--- config.mk ---
export PLATFORM = sky130hd
export DESIGN_NAME = phys_free_list
export DESIGN_NICKNAME = d
export VERILOG_FILES = /design/src/rtl/phys_free_list_pkg.sv /design/src/rtl/phys_free_list.sv
export SDC_FILE = /design/constraint.sdc
export NUM_CORES = 1
export LEC_CHECK = 0
export BUFFER_PORTS_ARGS = -buffer_cell sky130_fd_sc_hd__buf_4
export CAP_MARGIN = 10
export CORE_MARGIN = 2
export CORE_UTILIZATION = 55
export DETAILED_ROUTE_END_ITERATION = 16
export MAX_ROUTING_LAYER = met4
export PLACE_DENSITY = 0.72
export SYNTH_ARGS = -nofsm -noshare
export SYNTH_HDL_FRONTEND = slang
export SYNTH_SLANG_ARGS = --single-unit
--- constraint.sdc ---
create_clock -name clk -period 5.2 [get_ports clk]
set_clock_uncertainty 0.1 [all_clocks]
set_input_delay 0.52 -clock clk [delete_from_list [all_inputs] [get_ports clk]]
set_output_delay 0.52 -clock clk [all_outputs]
set_load 0.01 [all_outputs]
--- src/rtl/phys_free_list_pkg.sv ---
// Shared rename-stage definitions: register-file sizes, zero register and free-list FSM states.
package phys_free_list_pkg;

    localparam int unsigned PHYS_REG_SZ     = 64;
    localparam int unsigned REG_SZ          = 32;
    localparam int unsigned PHYS_REG_IDX_SZ = $clog2(PHYS_REG_SZ);
    localparam int unsigned ZERO_REG        = 0;

    typedef enum logic [1:0] {
        FL_INIT,
        FL_READY,
        FL_RECOVER
    } FL_STATE;

endpackage

--- src/rtl/phys_free_list.sv ---
// Physical-register free list: circular buffer with speculative head, retired head and tail,
// self-initialised after reset and rolled back to the retired head on a mispredict.
module phys_free_list #(
    parameter int unsigned PHYS_REG_SZ = phys_free_list_pkg::PHYS_REG_SZ,
    parameter int unsigned ARCH_REG_SZ = phys_free_list_pkg::REG_SZ,
    parameter int unsigned LIST_SZ     = PHYS_REG_SZ - ARCH_REG_SZ,
    localparam int unsigned PR_W       = $clog2(PHYS_REG_SZ) + 1,
    localparam int unsigned IDX_W      = $clog2(LIST_SZ),
    localparam int unsigned PTR_W      = IDX_W + 1
) (
    input  logic             clk,
    input  logic             reset_n,
    input  logic             alloc_req,
    output logic             alloc_gnt,
    output logic [PR_W-1:0]  alloc_pr,
    input  logic             retire_enable,
    input  logic [PR_W-1:0]  retire_old_pr,
    input  logic             recover_enable,
    output logic             fl_ready,
    output logic [PTR_W-1:0] free_count,
    output logic             fl_error
);

    import phys_free_list_pkg::*;

    FL_STATE          state_q;
    logic [IDX_W-1:0] init_cnt_q;
    logic [PTR_W-1:0] head_q;
    logic [PTR_W-1:0] tail_q;
    logic [PTR_W-1:0] commit_head_q;
    logic [PTR_W-1:0] commit_head_d;
    logic [PR_W-1:0]  entries_q [LIST_SZ];
    logic             fl_error_q;

    logic [PTR_W-1:0] count;
    logic             empty;
    logic             full;
    logic             ready;
    logic             retire_ok;
    logic             retire_wr;

    // LIST_SZ is a power of two, so plain overflow wraps the index and toggles the wrap bit.
    function automatic logic [PTR_W-1:0] ptr_inc(input logic [PTR_W-1:0] ptr);
        return ptr + PTR_W'(1);
    endfunction

    always_comb begin
        count         = tail_q - head_q;
        empty         = (count == '0);
        full          = (count == PTR_W'(LIST_SZ));
        ready         = (state_q == FL_READY);
        alloc_gnt     = alloc_req & ready & ~empty & ~recover_enable;
        alloc_pr      = ready ? entries_q[head_q[IDX_W-1:0]] : '0;
        retire_ok     = retire_enable & (state_q != FL_INIT) & ~full;
        retire_wr     = retire_ok & (retire_old_pr != PR_W'(ZERO_REG));
        commit_head_d = retire_ok ? ptr_inc(commit_head_q) : commit_head_q;
    end

    assign free_count = count;
    assign fl_ready   = ready;
    assign fl_error   = fl_error_q;

    always_ff @(posedge clk or negedge reset_n) begin
        if (!reset_n) begin
            state_q       <= FL_INIT;
            init_cnt_q    <= '0;
            head_q        <= '0;
            tail_q        <= '0;
            commit_head_q <= '0;
            fl_error_q    <= 1'b0;
        end else begin
            unique case (state_q)
                FL_INIT: begin
                    init_cnt_q <= init_cnt_q + IDX_W'(1);
                    if (retire_enable || recover_enable) begin
                        fl_error_q <= 1'b1;
                    end
                    if (init_cnt_q == IDX_W'(LIST_SZ - 1)) begin
                        head_q        <= '0;
                        commit_head_q <= '0;
                        tail_q        <= PTR_W'(LIST_SZ);
                        state_q       <= FL_READY;
                    end
                end
                FL_READY, FL_RECOVER: begin
                    commit_head_q <= commit_head_d;
                    if (retire_wr) begin
                        tail_q <= ptr_inc(tail_q);
                    end
                    if (retire_enable && full) begin
                        fl_error_q <= 1'b1;
                    end
                    // Rollback uses the retired head including this cycle's retire.
                    if (recover_enable) begin
                        head_q  <= commit_head_d;
                        state_q <= FL_RECOVER;
                    end else begin
                        if (alloc_gnt) begin
                            head_q <= ptr_inc(head_q);
                        end
                        state_q <= FL_READY;
                    end
                end
                default: state_q <= FL_INIT;
            endcase
        end
    end

    // Storage is deliberately not reset; INIT rewrites every slot before first use.
    always_ff @(posedge clk) begin
        if (state_q == FL_INIT) begin
            entries_q[init_cnt_q] <= PR_W'(ARCH_REG_SZ) + PR_W'(init_cnt_q);
        end else if (retire_wr) begin
            entries_q[tail_q[IDX_W-1:0]] <= retire_old_pr;
        end
    end

endmodule

==> results.cfg, run 1 <==
[routing]
drc = 0
viasPerCell = 6.28
firstDrtPassIters = 5
drt_iter0_markers = 538
wl_per_cell_um = 24.9
routed_wl_um = 24000
postRouteAntennaNets = 0
num_vias = 6077

[timing]
slew_violations = 0
whs_ps = 307
finalHoldViolCount = 0
setup_viol_count_final = 0
clock.fmax_ghz = 0.224
period_needed_ps = 4460
post-route-period-util = 0.857
worst_slew_pin_slew_ps = 1290
finalWorstSetupSlack_ps = 742
relSlewSlack = 0.133
fin_tns_setup_ps = 0
rsz0062_at_grt = false

[finish]
nFillCells = 1373
nNetsFinal = 708
multi_input_area_um2 = 3340
final_util = 0.638
areaGrowthSynthToFinish_pct = 13.8
antenna_cells = 0
seq_area_um2 = 7380
drive_gt1_frac = 0.279

[worst_hold_path]
min_to = head_q[1]
hold_class = in2reg
hold_start = recover_enable
whs_path_depth = 4

[die]
io_pins = 28
dieWidth_um = 145
initial_utilization = 0.560
fp-row-count = 51
dieArea_um2 = 21000
dieHeight_um = 145
core_area_um2 = 19500

[clocking]
ctsHoldBuffers = 1
cts_tree = built
clk_path_buf_depth = 3
cts.htree.levels = 1
post_cts_buffers = 0
root_buffer = clkbuf_16
clkTransAtPathRegs_ps = 60
cts_resized = 0
cts_buffers = 26
cts.sinks = 250
clock_latency_ps = 510

[global_routing]
grt_pass1_vias = 6161
grt_max_degree = 61
track_usage = 0.239
grt_pass1_wl_um = 37300
antenna_found_initial = 0
grt_overflow = 0

[synth]
synth.distinct_cells = 67
async_reset_ff_frac = 0.104
synthesis.nets = 655
synth_edf_count = 224
ys_warn_count = 0
syn_area_um2 = 10900
avgSynthCellArea_um2 = 17.4
ys_ff_latch = 250
ys.flop_type = edfxtp_1
seq_area_frac_synth = 0.674
netlist_instances = 629

[worst_setup_path]
cp.required_ps = 5230
worstSetupPathType = reg2reg
r2r_setup_slack_ps = 740
r2r_cells = 9
worstPathMaxFanout = 16
reg2reg_to = entries_q[1][0]
startpoint_type = register
end_kind = register
worst-endpoint-arrival_ps = 4480
worst_r2r_startpoint = head_q[4]

[placed_design]
dpl.hpwl_um = 15600
io_buffers = 27
gp_congestion = 0.867
place_ws_ps = 672

[job]
timing.max_cap.violations = 0

[pwr]
power.leakage_uw = 0.00415
power_density_nw_per_um2 = 558
irDropWorstVdd_v = 0.000363

[outcome]
status = finished clean
critical path: stages, from the launching register on:
cell,delay (ps)
dfrtp_1,550
clkinv_1,320
ha_1,430
and2_1,150
o21ai_0,190
o21ai_2,130
o2111a_1,460
nor3_1,410
a21oi_2,230
nor3_1,1090
power by group:
group,total (uW),internal (uW),switching (uW)
clock network,1890,1140,750
logic,2200,830,1370
registers,2860,2730,125
area by class of cell:
cell class                 count  share of cell area
clock buffer                  28              0.0546
clock inverter                20              0.0167
inverter                      21             0.00633
multi-input combinational    326               0.268
sequential                   250               0.593
tap                          265              0.0266
timing repair buffer          57              0.0344
per-layer routing:
| metal | up-vias | track usage | part of all wire |
|---|---|---|---|
| met5 | - | - | 0 |
| met4 | 0 | 0.0554 | 0.020 |
| met3 | 32 | 0.0399 | 0.077 |
| met2 | 269 | 0.383 | 0.50 |
| met1 | 3123 | 0.328 | 0.41 |
| li1 | 2653 | - | - |
through the flow:
step | power [uW] | cells | area (um^2)
3_5_place_dp | 5100 | 916 | 11500
3_3_place_gp | 5030 | 916 | 11500
2_1_floorplan | 4330 | 629 | 10900
4_1_cts | 6990 | 965 | 12400
5_1_grt | 7260 | 967 | 12400
6_report | 6950 | 967 | 12400
sequential cells by signal (all words and copies together), names as in the netlist:
| signal | count |
|---|---|
| entries_q | 224 |
| commit_head_q | 6 |
| head_q | 6 |
| tail_q | 6 |
| init_cnt_q | 5 |
| state_q | 2 |
| fl_error | 1 |
cells in the final DEF (no fill, tap or decap), types with 8 or more instances in the layout:
cell,netlist,layout
nand2_1,32,32
buf_4,0,54
inv_1,19,19
clkinv_1,1,8
mux2i_1,9,9
dfrtp_1,26,24
edfxtp_1,224,224
nor3_1,43,43
o21ai_0,13,13
ha_1,13,13
mux4_2,70,70
a21boi_0,9,9
nand3_1,17,17
nor2_1,20,20
clkbuf_16,0,27
synthesized netlist by cell type, drive strengths merged, types with 4 or more instances:
cell      n  area [um^2]
buf      12         71.3
edfxtp  224         6730
a31oi     6         65.1
clkbuf   20         75.1
o31a      4         35.0
dfrtp    26          651
nand3    18         95.1
inv      20         75.1
mux2      5         56.3
xor2      4         42.6
o21ai    18          101
ha       13          163
a21boi   10         75.1
xnor2     7         61.3
nor2     20         75.1
nor3     43          215
nand2b    4         25.0
a21oi     7         38.8
mux2i    10          113
mux4     70         1580
and3      7         43.8
nand2    33          126
worst max-delay path by stage:
| stage | start | slack [ps] | to | cells past startpoint |
|---|---|---|---|---|
| final | head_q[4] | 740 | entries_q[1][0] | 9 |
| after floorplan | head_q[2] | 1410 | entries_q[10][0] | 10 |
| after detailed placement | head_q[4] | 670 | entries_q[19][4] | 10 |
| after global placement | head_q[4] | 890 | entries_q[19][4] | 10 |
| after global routing | head_q[4] | 530 | entries_q[27][5] | 10 |
| after CTS | head_q[4] | 620 | entries_q[19][4] | 10 |
cell families (layout without fill, tap and decap cells):
| logic type | after synthesis | count (layout) | synth area share |
|---|---|---|---|
| XOR/XNOR | 11 | 11 | 0.00949 |
| AND/OR/NAND/NOR | 144 | 144 | 0.0663 |
| flip-flops | 250 | 250 | 0.674 |
| AO/OA/AOI/OAI | 72 | 72 | 0.0534 |
| buffers and inverters | 53 | 126 | 0.0206 |
| multiplexers | 85 | 85 | 0.159 |
| adder cells (fa/ha/maj) | 14 | 14 | 0.0167 |
(Power assumes the default switching activity.)
==> run 2, diff against run 1 <==
CORE_UTILIZATION = 50   (was 55)
PLACE_DENSITY = 0.66   (was 0.72)
==> results.cfg, run 2 (synthesized netlist as in run 1, its figures left out) <==
[worst_setup_path]
worstPathMaxFanout = 12
startpoint_type = register
end_kind = register
worstSetupPathType = reg2reg
worst-endpoint-arrival_ps = 4580
cp.required_ps = 5250

[routing]
num_vias = 5996
postRouteAntennaNets = 0
viasPerCell = 6.13
routed_wl_um = 24500
drc = 0
drt_iter0_markers = 558
wl_per_cell_um = 25.0
firstDrtPassIters = 5

[timing]
rsz0062_at_grt = false
worst_slew_pin_slew_ps = 1220
period_needed_ps = 4530
whs_ps = 283
slew_violations = 0
fin_tns_setup_ps = 0
finalHoldViolCount = 0
finalWorstSetupSlack_ps = 668
setup_viol_count_final = 0
post-route-period-util = 0.872
clock.fmax_ghz = 0.221
relSlewSlack = 0.181

[finish]
max_flop_register = entries_q
drive_gt1_frac = 0.272
areaGrowthSynthToFinish_pct = 13.2
antenna_cells = 0
fin_cells = 978
layout_commonest_cell = edfxtp_1
nNetsFinal = 706
final_area_um2 = 12400
largest_reg_flops = 224
final_cell_mix = 224 x edfxtp_1, 70 x mux4_2, 54 x buf_4, 43 x nor3_1, 32 x nand2_1

[global_routing]
grt_pass1_wl_um = 38100
antenna_found_initial = 0
grt_pass1_vias = 6220
grt_max_degree = 61
grt_overflow = 0
track_usage = 0.222

[clocking]
clk_path_buf_depth = 3
cts_buffers = 26
clock_latency_ps = 540
cts.sinks = 250
cts.htree.levels = 1
root_buffer = clkbuf_16
post_cts_buffers = 0
cts_tree = built
clkTransAtPathRegs_ps = 60

[die]
dieArea_um2 = 23100
core_area_um2 = 21600
fp-row-count = 54
io_pins = 28
initial_utilization = 0.506
dieWidth_um = 152
dieHeight_um = 152

[outcome]
status = finished clean

[placed_design]
io_buffers = 27
dp_cells = 931
dpl.hpwl_um = 15900
place_ws_ps = 860
dpl_cell_area_um2 = 11600
gp_congestion = 0.879

[job]
timing.max_cap.violations = 0

[pwr]
power_density_nw_per_um2 = 555
power.leakage_uw = 0.00411
irDropWorstVdd_v = 0.000340

[worst_hold_path]
hold_class = in2reg
run 2: timing repair:
item / 4_1_cts / 5_1_grt
hold buffers: 1 / 0
gates resized for setup: 0 / 0
endpoints found under the hold margin: 26 / 0
run 2: report_power, final:
group | switching [uW] | leakage, uW | internal (uW)
Combinational | 1410 | 0.00137 | 833
Clock | 756 | 0.000393 | 1030
Sequential | 117 | 0.00235 | 2730
Total | 2280 | 0.00411 | 4590
run 2: per-stage QoR:
step,util,power [uW]
finish,0.573,6870
global route,0.573,7180
CTS,0.573,6930
detailed placement,0.535,5140
global placement,0.535,5070
floorplan,-,4330
run 2: path summary, 6_finish.rpt:
| kind | startpoint | end | slack (ps) | cells after the start |
|---|---|---|---|---|
| setup / recovery | head_q[4] | entries_q[3][4] | 670 | 9 |
| hold / removal | recover_enable | head_q[1] | 280 | 4 |
| setup reg to reg | head_q[4] | entries_q[3][4] | 670 | 9 |
| hold reg to reg | fl_error | fl_error | 370 | 1 |
| max in group asynchronous | reset_n | head_q[0] | 4370 | 2 |
| min in group asynchronous | reset_n | fl_error | 340 | 2 |
run 2: routing by layer:
layer / up-vias / GRT usage / share of wire
met2: 213 / 0.342 / 0.48
met5: - / - / 0
li1: 2639 / - / -
met1: 3091 / 0.305 / 0.42
met3: 53 / 0.0416 / 0.068
met4: 0 / 0.0694 / 0.030
run 2: cell type report:
class,instances,area (um^2)
Fill cell,1640,9230
Multi-Input combinational cell,326,3340
Timing Repair Buffer,55,415
Sequential cell,250,7380
Inverter,21,78.8
Clock buffer,34,681
Clock inverter,12,141
Tap cell,280,350
run 2: critical path, cell delays in order, from the launching register on:
cell and delay [ps]:
dfrtp_1 550, clkinv_1 350, ha_1 450, and2_1 160, o21ai_0 220, o21ai_2 150
o2111a_1 460, nor3_1 400, o21ai_2 260, nor3_1 1030
==> run 3, diff against run 2 <==
CORE_MARGIN = default   (was 2)
CORE_UTILIZATION = 60   (was 50)
PLACE_DENSITY = 0.77   (was 0.66)
==> results.cfg, run 3 (synthesized netlist as in run 1, its figures left out) <==
[outcome]
status = finished clean

[placed_design]
dpl_cell_area_um2 = 11500
dpl.hpwl_um = 15600
io_buffers = 27
gp_congestion = 0.922

[routing]
drt_iter0_markers = 662
postRouteAntennaNets = 0
wl_per_cell_um = 26.2
viasPerCell = 6.57
routed_wl_um = 24500
num_vias = 6137
drc = 0
firstDrtPassIters = 5

[worst_hold_path]
hold_class = in2reg
min_to = head_q[1]
hold_start = recover_enable
whs_path_depth = 4

[worst_setup_path]
r2r_setup_slack_ps = 870
worst_r2r_startpoint = head_q[2]
crit_buf_inv = 1
worstPathMaxFanout = 16
end_kind = register
cp_common_cell = nor3_1
slowest_delay_ps = 960
path_cells = inv_2 -> ha_1 -> or2_1 -> o221ai_2 -> o21ai_2 -> o2111a_1 -> nor3_1 -> a21o_1 -> nor3_1
reg2reg_to = entries_q[20][6]
cp.required_ps = 5250
worstSetupPathType = reg2reg
startpoint_type = register
r2r_cells = 9
crit_family = compound AO/OA/AOI/OAI gates
cpMaxStageDelayCell = nor3_1
worst-endpoint-arrival_ps = 4380

[clocking]
cts_buffers = 25
cts.sinks = 250
cts_resized = 0
root_buffer = clkbuf_16
clkTransAtPathRegs_ps = 60
clk_path_buf_depth = 3
cts.htree.levels = 1
clock_latency_ps = 520
cts_tree = built
post_cts_buffers = 0

[finish]
final_cell_mix = 224 x edfxtp_1, 70 x mux4_2, 60 x buf_4, 43 x nor3_1, 32 x nand2_1
largest_reg_flops = 224
antenna_cells = 0
max_flop_register = entries_q
seq_area_um2 = 7380
drive_gt1_frac = 0.282
nNetsFinal = 712
areaGrowthSynthToFinish_pct = 13.2
final_area_um2 = 12400
multi_input_area_um2 = 3340
nFillCells = 1130
layout_commonest_cell = edfxtp_1

[timing]
setup_viol_count_final = 0
worst_slew_pin_slew_ps = 1170
clock.fmax_ghz = 0.231
relSlewSlack = 0.222
period_needed_ps = 4330
whs_ps = 319
fin_tns_setup_ps = 0
post-route-period-util = 0.833
finalHoldViolCount = 0
slew_violations = 0
rsz0062_at_grt = false

[global_routing]
grt_max_degree = 61
antenna_found_initial = 0
grt_pass1_vias = 6055
grt_overflow = 0
track_usage = 0.285
grt_pass1_wl_um = 37200

[pwr]
power.leakage_uw = 0.00415
power_density_nw_per_um2 = 554
irDropWorstVdd_v = 0.000469

[die]
fp-row-count = 49
dieWidth_um = 137
io_pins = 28
dieArea_um2 = 18800
core_area_um2 = 17900
dieHeight_um = 137
initial_utilization = 0.611

[job]
timing.max_cap.violations = 0
run 3: cell types whose count changed in the layout (fill, tap and decap cells not counted), sizes merged:
cell,delta
buf,+7
clkbuf,-2
clkinv,-1
clkinvlp,+2
inv,+1
run 3: worst max-delay path by stage:
stage	startpoint	slack [ps]	to	cells past startpoint
6_report	head_q[2]	870	entries_q[20][6]	9
4_1_cts	head_q[0]	930	alloc_pr[1]	7
3_5_place_dp	head_q[2]	960	entries_q[20][6]	9
3_3_place_gp	head_q[2]	1230	entries_q[22][1]	9
5_1_grt	head_q[2]	590	entries_q[20][5]	9
2_1_floorplan	head_q[2]	1410	entries_q[10][0]	10
run 3: final cells by class:
cell class,instances,share of cell area
flip-flops and latches,250,0.596
multi-input cells,326,0.270
clock buffers,32,0.0542
repair buffers,62,0.0394
well taps,229,0.0231
clock inverters,14,0.0111
inverters,21,0.00636
run 3: what timing repair did:
item,CTS,global route
endpoints found under the setup margin,0,0
hold buffers,1,0
endpoints found under the hold margin,26,0
run 3: worst register-to-register path, delay by kind of cell (launching register included):
kind                       cells  cell delay, ps
DFF                            1             420
buffers and inverters          1             430
adders and majority gates      1             350
AOI/OAI and AO/OA              4            1340
and+or+nand+nor                3            1320
run 3: metrics by stage:
stage,cells,setup slack (ps),power [uW],utilization
floorplan,629,1410,4330,-
global placement,886,1230,4990,0.645
detailed placement,886,956,5090,0.645
CTS,933,928,6870,0.690
global route,934,594,7140,0.692
finish,934,866,6860,0.692
run 3: where the power goes:
| part | internal [uW] | switching (uW) |
|---|---|---|
| clock network | 1020 | 753 |
| registers | 2730 | 124 |
| logic | 838 | 1390 |
| total | 4590 | 2270 |
run 3: routing by layer:
metal  part of all wire  vias to the layer above  global-route usage  wire length (um)
li1                   -                     2655                   -                 -
met1               0.41                     3136               0.389              9960
met2               0.48                      304               0.441             11900
met3              0.081                       42              0.0556              1990
met4              0.028                        0              0.0818               680
met5                  0                        -                   -                 0
